## src/rtl/vga_pkg.sv

```systemverilog
// vga_pkg: shared timing helpers, 640x480@60 defaults and the control-bit
// bundle that travels down the sync delay line.
package vga_pkg;

    // Line/frame arithmetic shared by the generator and any neighbour that
    // needs to know where sync sits.
    function automatic int unsigned vga_total(input int unsigned act, fp, sync, bp);
        return act + fp + sync + bp;
    endfunction

    function automatic int unsigned vga_sync_start(input int unsigned act, fp);
        return act + fp;
    endfunction

    function automatic int unsigned vga_sync_end(input int unsigned act, fp, sync);
        return act + fp + sync;
    endfunction

    // 640x480@60 Hz defaults
    localparam int unsigned DEF_H_ACTIVE = 640;
    localparam int unsigned DEF_H_FP     = 16;
    localparam int unsigned DEF_H_SYNC   = 96;
    localparam int unsigned DEF_H_BP     = 48;
    localparam int unsigned DEF_V_ACTIVE = 480;
    localparam int unsigned DEF_V_FP     = 10;
    localparam int unsigned DEF_V_SYNC   = 2;
    localparam int unsigned DEF_V_BP     = 33;

    localparam int unsigned DEF_H_TOTAL    = vga_total(DEF_H_ACTIVE, DEF_H_FP, DEF_H_SYNC, DEF_H_BP);
    localparam int unsigned DEF_V_TOTAL    = vga_total(DEF_V_ACTIVE, DEF_V_FP, DEF_V_SYNC, DEF_V_BP);
    localparam int unsigned DEF_HS_START   = vga_sync_start(DEF_H_ACTIVE, DEF_H_FP);
    localparam int unsigned DEF_HS_END     = vga_sync_end(DEF_H_ACTIVE, DEF_H_FP, DEF_H_SYNC);
    localparam int unsigned DEF_VS_START   = vga_sync_start(DEF_V_ACTIVE, DEF_V_FP);
    localparam int unsigned DEF_VS_END     = vga_sync_end(DEF_V_ACTIVE, DEF_V_FP, DEF_V_SYNC);

    typedef struct packed {
        logic hsync;
        logic vsync;
        logic blank_n;
    } vga_ctrl_t;

    // Inactive level: both syncs high, picture blanked.
    localparam vga_ctrl_t CTRL_IDLE = '{hsync: 1'b1, vsync: 1'b1, blank_n: 1'b0};

endpackage

```

## src/rtl/vga_timing_gen_if.sv

```systemverilog
// vga_timing_gen_if: coordinate/sync bundle from the timing generator to the
// colour stage and DAC. frame_cnt exists only with VGA_FRAME_CNT_EN defined.
interface vga_timing_gen_if;
    logic [9:0]  x;
    logic [9:0]  y;
    logic        pix_en;
    logic        vga_clk;
    logic        hsync;
    logic        vsync;
    logic        blank_n;
    logic        sync_n;
    logic        frame_start;
`ifdef VGA_FRAME_CNT_EN
    logic [15:0] frame_cnt;

    modport master (output x, y, pix_en, vga_clk, hsync, vsync, blank_n, sync_n,
                           frame_start, frame_cnt);
    modport slave  (input  x, y, pix_en, vga_clk, hsync, vsync, blank_n, sync_n,
                           frame_start, frame_cnt);
`else
    modport master (output x, y, pix_en, vga_clk, hsync, vsync, blank_n, sync_n,
                           frame_start);
    modport slave  (input  x, y, pix_en, vga_clk, hsync, vsync, blank_n, sync_n,
                           frame_start);
`endif
endinterface

```

## src/rtl/sync_delay.sv

```systemverilog
// sync_delay: DEPTH-stage shift register of vga_ctrl_t, advancing only on en.
// DEPTH=0 is a plain wire so the caller can match any colour-stage latency.
module sync_delay
    import vga_pkg::*;
#(
    parameter int unsigned DEPTH = 1
)(
    input  logic      clk,
    input  logic      rst_n,
    input  logic      en,
    input  vga_ctrl_t din,
    output vga_ctrl_t dout
);

    if (DEPTH == 0) begin : g_thru
        logic unused_ok;
        assign unused_ok = ^{clk, rst_n, en};
        assign dout      = din;
    end else begin : g_pipe
        vga_ctrl_t [DEPTH-1:0] stg;

        // Shift one stage per pixel tick; reset to inactive levels.
        always_ff @(posedge clk or negedge rst_n) begin
            if (!rst_n) begin
                stg <= {DEPTH{CTRL_IDLE}};
            end else if (en) begin
                stg[0] <= din;
                for (int i = 1; i < int'(DEPTH); i++) stg[i] <= stg[i-1];
            end
        end

        assign dout = stg[DEPTH-1];
    end

endmodule

```

## src/rtl/vga_timing_gen.sv

```systemverilog
// vga_timing_gen: VGA pixel divider, x/y counters, sync/blank decode and
// aligned delay line. Optional frame counter under VGA_FRAME_CNT_EN.
// Synthesis note: with CLK_DIV=1 vga_clk is tied low (no ~clk output); the
// DAC must then be clocked from clk directly.
module vga_timing_gen
    import vga_pkg::*;
#(
    parameter int unsigned CLK_DIV  = 2,
    parameter int unsigned H_ACTIVE = DEF_H_ACTIVE,
    parameter int unsigned H_FP     = DEF_H_FP,
    parameter int unsigned H_SYNC   = DEF_H_SYNC,
    parameter int unsigned H_BP     = DEF_H_BP,
    parameter int unsigned V_ACTIVE = DEF_V_ACTIVE,
    parameter int unsigned V_FP     = DEF_V_FP,
    parameter int unsigned V_SYNC   = DEF_V_SYNC,
    parameter int unsigned V_BP     = DEF_V_BP,
    parameter int unsigned PIPE_DLY = 1
)(
    input  logic             clk,
    input  logic             rst_n,
    vga_timing_gen_if.master vga
);

    localparam int unsigned H_TOTAL  = vga_total(H_ACTIVE, H_FP, H_SYNC, H_BP);
    localparam int unsigned V_TOTAL  = vga_total(V_ACTIVE, V_FP, V_SYNC, V_BP);
    localparam int unsigned HS_START = vga_sync_start(H_ACTIVE, H_FP);
    localparam int unsigned HS_END   = vga_sync_end(H_ACTIVE, H_FP, H_SYNC);
    localparam int unsigned VS_START = vga_sync_start(V_ACTIVE, V_FP);
    localparam int unsigned VS_END   = vga_sync_end(V_ACTIVE, V_FP, V_SYNC);

    localparam logic [1:0] DIV_LAST = 2'(CLK_DIV - 1);
    localparam logic [1:0] DIV_HALF = 2'(CLK_DIV / 2);

    if (H_TOTAL >= 1024 || V_TOTAL >= 1024) begin : g_bad_total
        $error("vga_timing_gen: H_TOTAL/V_TOTAL must be < 1024");
    end
    if (CLK_DIV < 1 || CLK_DIV > 4) begin : g_bad_div
        $error("vga_timing_gen: CLK_DIV must be 1..4");
    end
    if (PIPE_DLY > 3) begin : g_bad_dly
        $error("vga_timing_gen: PIPE_DLY must be 0..3");
    end

    logic [1:0] div, div_nxt;
    logic [9:0] x_q, y_q, x_nxt, y_nxt;
    logic       pix_en_q, vga_clk_q, fs_q;
    vga_ctrl_t  raw_nxt, ctrl_q, ctrl_dly;

    // Next divider/counter values and decode of the position about to be shown.
    always_comb begin
        div_nxt = (div == DIV_LAST) ? 2'd0 : div + 2'd1;
        x_nxt   = x_q;
        y_nxt   = y_q;
        if (pix_en_q) begin
            if (x_q == 10'(H_TOTAL - 1)) begin
                x_nxt = '0;
                y_nxt = (y_q == 10'(V_TOTAL - 1)) ? 10'd0 : y_q + 10'd1;
            end else begin
                x_nxt = x_q + 10'd1;
            end
        end
        raw_nxt.hsync   = !(x_nxt >= 10'(HS_START) && x_nxt < 10'(HS_END));
        raw_nxt.vsync   = !(y_nxt >= 10'(VS_START) && y_nxt < 10'(VS_END));
        raw_nxt.blank_n = (x_nxt < 10'(H_ACTIVE)) && (y_nxt < 10'(V_ACTIVE));
    end

    // Divider, strobes, counters and the zero-delay control register.
    always_ff @(posedge clk or negedge rst_n) begin
        if (!rst_n) begin
            div       <= '0;
            pix_en_q  <= 1'b0;
            vga_clk_q <= 1'b0;
            x_q       <= '0;
            y_q       <= '0;
            fs_q      <= 1'b0;
            ctrl_q    <= CTRL_IDLE;
        end else begin
            div       <= div_nxt;
            pix_en_q  <= (div_nxt == DIV_LAST);
            vga_clk_q <= (div_nxt >= DIV_HALF);
            x_q       <= x_nxt;
            y_q       <= y_nxt;
            fs_q      <= pix_en_q && (x_nxt == 10'd0) && (y_nxt == 10'd0);
            if (pix_en_q) ctrl_q <= raw_nxt;
        end
    end

    sync_delay #(.DEPTH(PIPE_DLY)) u_dly (
        .clk   (clk),
        .rst_n (rst_n),
        .en    (pix_en_q),
        .din   (ctrl_q),
        .dout  (ctrl_dly)
    );

`ifdef VGA_FRAME_CNT_EN
    logic [15:0] frame_cnt_q;

    // Completed-frame counter, wraps naturally at 16 bits.
    always_ff @(posedge clk or negedge rst_n) begin
        if (!rst_n)    frame_cnt_q <= '0;
        else if (fs_q) frame_cnt_q <= frame_cnt_q + 16'd1;
    end

    assign vga.frame_cnt = frame_cnt_q;
`endif

    assign vga.x           = x_q;
    assign vga.y           = y_q;
    assign vga.pix_en      = pix_en_q;
    assign vga.vga_clk     = (CLK_DIV == 1) ? 1'b0 : vga_clk_q;
    assign vga.hsync       = ctrl_dly.hsync;
    assign vga.vsync       = ctrl_dly.vsync;
    assign vga.blank_n     = ctrl_dly.blank_n;
    assign vga.sync_n      = 1'b0;
    assign vga.frame_start = fs_q;

endmodule

```

## src/flat_wrapper.sv

```systemverilog
// flat-port wrapper written by rule: the top's interface ports become plain ports
module vga_timing_gen_flat import vga_pkg::*;
#(
    parameter int unsigned CLK_DIV  = 2,
    parameter int unsigned H_ACTIVE = DEF_H_ACTIVE,
    parameter int unsigned H_FP     = DEF_H_FP,
    parameter int unsigned H_SYNC   = DEF_H_SYNC,
    parameter int unsigned H_BP     = DEF_H_BP,
    parameter int unsigned V_ACTIVE = DEF_V_ACTIVE,
    parameter int unsigned V_FP     = DEF_V_FP,
    parameter int unsigned V_SYNC   = DEF_V_SYNC,
    parameter int unsigned V_BP     = DEF_V_BP,
    parameter int unsigned PIPE_DLY = 1
)
  (clk, rst_n, vga_x, vga_y, vga_pix_en, vga_vga_clk, vga_hsync, vga_vsync, vga_blank_n, vga_sync_n, vga_frame_start);
  vga_timing_gen_if vga_i ();
  input  logic clk;
  input  logic rst_n;
  output wire logic [$bits(vga_i.x)-1:0] vga_x;
  output wire logic [$bits(vga_i.y)-1:0] vga_y;
  output wire logic [$bits(vga_i.pix_en)-1:0] vga_pix_en;
  output wire logic [$bits(vga_i.vga_clk)-1:0] vga_vga_clk;
  output wire logic [$bits(vga_i.hsync)-1:0] vga_hsync;
  output wire logic [$bits(vga_i.vsync)-1:0] vga_vsync;
  output wire logic [$bits(vga_i.blank_n)-1:0] vga_blank_n;
  output wire logic [$bits(vga_i.sync_n)-1:0] vga_sync_n;
  output wire logic [$bits(vga_i.frame_start)-1:0] vga_frame_start;
  assign vga_x = vga_i.x;
  assign vga_y = vga_i.y;
  assign vga_pix_en = vga_i.pix_en;
  assign vga_vga_clk = vga_i.vga_clk;
  assign vga_hsync = vga_i.hsync;
  assign vga_vsync = vga_i.vsync;
  assign vga_blank_n = vga_i.blank_n;
  assign vga_sync_n = vga_i.sync_n;
  assign vga_frame_start = vga_i.frame_start;
  vga_timing_gen #(.CLK_DIV(CLK_DIV), .H_ACTIVE(H_ACTIVE), .H_FP(H_FP), .H_SYNC(H_SYNC), .H_BP(H_BP), .V_ACTIVE(V_ACTIVE), .V_FP(V_FP), .V_SYNC(V_SYNC), .V_BP(V_BP), .PIPE_DLY(PIPE_DLY)) u_core (.clk(clk), .rst_n(rst_n), .vga(vga_i));
endmodule
```

## config.mk

```make
export PLATFORM = sky130hd
export DESIGN_NAME = vga_timing_gen_flat
export DESIGN_NICKNAME = d
export VERILOG_FILES = /design/src/rtl/vga_pkg.sv /design/src/rtl/vga_timing_gen_if.sv /design/src/rtl/sync_delay.sv /design/src/rtl/vga_timing_gen.sv /design/src/flat_wrapper.sv
export SDC_FILE = /design/constraint.sdc
export NUM_CORES = 1
export LEC_CHECK = 0
export ABC_AREA = 1
export ABC_CLOCK_PERIOD_IN_PS = 3000
export CORE_UTILIZATION = 45
export DETAILED_ROUTE_END_ITERATION = 12
export GPL_ROUTABILITY_DRIVEN = 0
export PLACE_DENSITY = 0.73
export SLEW_MARGIN = 30
export SYNTH_ARGS = -nofsm -noshare
export SYNTH_HDL_FRONTEND = slang
export SYNTH_SLANG_ARGS = --single-unit
```

## constraint.sdc

```tcl
create_clock -name clk -period 3 [get_ports clk]
set_input_delay 0.9 -clock clk [delete_from_list [all_inputs] [get_ports clk]]
set_output_delay 0.9 -clock clk [all_outputs]
set_load 0.01 [all_outputs]
```

==> out/metrics.json <==
{
  "worstSetupStartpointType": {"value": "register"},
  "drt-vias-per-instance": {"value": 4.95},
  "totalNegativeSetupSlack": {"value": 0, "unit": "ns"},
  "syn-num-nets": {"value": 263},
  "crit_path_top_delay_cell": {"value": "dfstp_2"},
  "arrival": {"value": 1.34, "unit": "ns"},
  "fp.dieH": {"value": 66.6, "unit": "um"},
  "num_rows": {"value": 23},
  "pin_count_of_the_biggest_net_entering_global_routing": {"value": 32},
  "remaining_overflow_grt": {"value": 0},
  "timing.critical_path.fanout_max": {"value": 2},
  "cts_sinks": {"value": 31},
  "grt_first_pass_wirelength": {"value": 7.25, "unit": "mm"},
  "vias": {"value": 1687},
  "cp_data_required_time": {"value": 2.10, "unit": "ns"},
  "synth.most_common_cell": {"value": "nand2_1"},
  "drt.antenna.violating_nets": {"value": 0},
  "grt_setup_unrepaired": {"value": "false"},
  "detail_route.wirelength.met1": {"value": 2.02, "unit": "mm"},
  "initial_utilization": {"value": 46.9, "unit": "%"},
  "core_area": {"value": 4000, "unit": "um^2"},
  "synth_edf_count": {"value": 0},
  "period_share": {"value": 74.7, "unit": "%"},
  "timing.critical_path.max_delay_family": {"value": "flip-flops"},
  "clkSlewWorstSetupHoldPaths": {"value": 0.06, "unit": "ns"},
  "nNetsFinal": {"value": 295},
  "cts_resized": {"value": 0},
  "vias_in_the_first_global_route": {"value": 1612},
  "timing.hold.worst.start": {"value": "u_core.div[1]$_DFF_PN0_"},
  "min_delay_path_depth": {"value": 1},
  "maxClockFrequency": {"value": 0.446, "unit": "GHz"},
  "stdcell_area": {"value": 2280, "unit": "um^2"},
  "area_after_detailed_placement": {"value": 2190, "unit": "um^2"},
  "slew_violations": {"value": 0},
  "synth.top_cells.by_count": {"value": "nand2_1 (74), inv_1 (38), nor2_1 (35)"},
  "place_hpwl": {"value": 3.13, "unit": "mm"},
  "setup.worst_path.class": {"value": "reg -> out"},
  "post_synth_instance_area": {"value": 1880, "unit": "um^2"},
  "timing.critical_path.cells": {"value": "clkdlybuf4s50_1"},
  "detail_route.wirelength": {"value": 4.09, "unit": "mm"},
  "synth_top_area_share": {"value": 36.0, "unit": "%"},
  "netlist-cell-type-count": {"value": 32},
  "maximum_capacitance_violations": {"value": 0},
  "hold_buffers": {"value": 0},
  "place.port_buffers": {"value": 27},
  "synth_seq_cells": {"value": 31},
  "power_leakage": {"value": 1.19, "unit": "nW"},
  "fin_worst_skew": {"value": 0.00816, "unit": "ns"},
  "die-width": {"value": 66.6, "unit": "um"},
  "synth.top_cells.by_area": {"value": "dfrtp_1 (36%), nand2_1 (15%), inv_1 (7.6%)"},
  "final_layout_size_suffix_gt1_share": {"value": 10.7, "unit": "%"},
  "clock_insertion_delay_worst_skew": {"value": 0.28, "unit": "ns"},
  "area_growth_syn_to_layout": {"value": 21.5, "unit": "%"},
  "ir_drop": {"value": 0.000284, "unit": "V"},
  "topRoutingLayerUsed": {"value": "met4"},
  "critPathBufInv": {"value": 1},
  "clock_tree_from_tritoncts": {"value": "yes"},
  "diodes": {"value": 0},
  "critical_path_max_stage_delay": {"value": 0.53, "unit": "ns"},
  "worst_hold_path_type": {"value": "reg -> reg"},
  "grt_use_total": {"value": 21.9, "unit": "%"},
  "endpoint_of_the_most_critical_register_to_register_path": {"value": "u_core.ctrl_q[1]$_DFFE_PN1P_"},
  "wl_met3": {"value": 143, "unit": "um"},
  "die_area": {"value": 4430, "unit": "um^2"},
  "ff2ff_path_depth": {"value": 12},
  "drc_errors": {"value": 0},
  "cts-root-to-sink-buffers": {"value": 2},
  "setup.worst_path.end_class": {"value": "output port"},
  "outcome": {"value": "complete, no violations"},
  "post_drt_wl_per_cell": {"value": 12.0, "unit": "um"},
  "post_cts.repair.setup_buffers": {"value": 0},
  "synth-main-ff-cell": {"value": "dfrtp_1"},
  "postSynthAreaPerCell": {"value": 7.27, "unit": "um^2"},
  "power.density": {"value": 327, "unit": "nW/um^2"},
  "grt_antenna_before_repair": {"value": 0},
  "hold_violations": {"value": 0},
  "timing.critical_path.depth": {"value": 1},
  "slack_of_the_worst_reg_to_reg_path": {"value": 1.11, "unit": "ns"},
  "met2RoutedLength": {"value": 1.84, "unit": "mm"},
  "top_level_ports": {"value": 29},
  "finalCriticalPeriod": {"value": 2.24, "unit": "ns"},
  "synth.largest_area_cell": {"value": "dfrtp_1"},
  "yosysWarnings": {"value": 0},
  "synth-seq-area-share": {"value": 41.6, "unit": "%"},
  "drt_iter0_markers": {"value": 143},
  "dpl_worst_slack": {"value": 1.06, "unit": "ns"},
  "total_power": {"value": 744, "unit": "uW"},
  "h_tree_depth_reported_by_cts": {"value": 2},
  "setup_slack": {"value": 0.759, "unit": "ns"},
  "clock-root-buffer": {"value": "clkbuf_8"},
  "async_reset_ff_share": {"value": 100, "unit": "%"},
  "cts-buffers-inserted": {"value": 5},
  "hold_path_endpoint": {"value": "u_core.vga.pix_en$_DFF_PN0_"},
  "setup_viol": {"value": 0},
  "post_synth_inst_count": {"value": 258},
  "first_pass_detailed_route_iteration_total": {"value": 4},
  "reg_to_reg_critical_path_startpoint": {"value": "u_core.vga.x[0]$_DFF_PN0_"}
}
[registers in the layout, indices dropped and copies added, names as in the netlist]
register and count:
u_core.vga.pix_en 1, u_core.div 2, u_core.vga.frame_start 1, u_core.vga.y 10, u_core.ctrl_q 3, u_core.vga.x 10, u_core.u_dly.dout 3, u_core.vga.vga_clk 1
[layout make-up]
class                      count  area, um^2
tap                           50        62.6
inverter                      43         161
multi-input combinational    180         905
clock inverter                 2        12.5
fill                         399        1720
sequential                    31         781
timing repair buffer          29         285
clock buffer                   6        72.6
[power breakdown]
part / total [mW] / switching, mW / internal [mW]
logic: 0.0104 / 0.00837 / 0.00199
clock network: 0.316 / 0.154 / 0.162
registers: 0.418 / 0 / 0.418
[cell usage in the layout, fill, tap and decap left out, drive strengths merged, types with 2 or more instances in the layout]
| cell type | n |
|---|---|
| buf | 2 |
| clkbuf | 6 |
| clkdlybuf4s50 | 27 |
| dfrtp | 27 |
| dfstp | 4 |
| ha | 3 |
| inv | 43 |
| nand2 | 77 |
| nand3 | 30 |
| nand4 | 6 |
| nor2 | 42 |
| nor3 | 3 |
| o21ai | 4 |
| o21bai | 4 |
| xor2 | 3 |
[kinds of logic (layout without fill, tap and decap cells)]
| logic type | Yosys count | count (layout) | synth area share (%) |
|---|---|---|---|
| buf+inv | 47 | 80 | 10.2 |
| other cells | 1 | 1 | 0.200 |
| fa+ha+maj | 3 | 3 | 2.00 |
| flops | 31 | 31 | 41.6 |
| compound gates | 10 | 10 | 3.33 |
| xor+xnor | 4 | 4 | 1.87 |
| simple gates | 162 | 162 | 40.8 |
[per-stage QoR]
stage	cells	hold WS [ns]	util, %
4_1_cts	341	0.434	57.0
5_1_grt	341	0.471	57.0
3_3_place_gp	333	0.413	54.9
3_5_place_dp	333	0.424	54.9
2_1_floorplan	258	0.403	-
6_report	341	0.432	57.0
[worst max path at each step]
stage	startpoint	endpoint
6_report	u_core.u_dly.dout[1]$_DFFE_PN1P_	vga_vsync
5_1_grt	u_core.vga.y[5]$_DFF_PN0_	vga_y[5]
4_1_cts	u_core.u_dly.dout[1]$_DFFE_PN1P_	vga_vsync
3_5_place_dp	u_core.u_dly.dout[1]$_DFFE_PN1P_	vga_vsync
3_3_place_gp	u_core.u_dly.dout[2]$_DFFE_PN1P_	vga_hsync
2_1_floorplan	u_core.vga.x[0]$_DFF_PN0_	u_core.ctrl_q[1]$_DFFE_PN1P_
[layer usage]
layer	vias to the layer above	track usage [%]
li1	864	-
met1	775	29.1
met2	42	34.3
met3	6	5.14
met4	0	7.98
met5	-	0
Note: power is estimated with default switching activity, not from simulation.
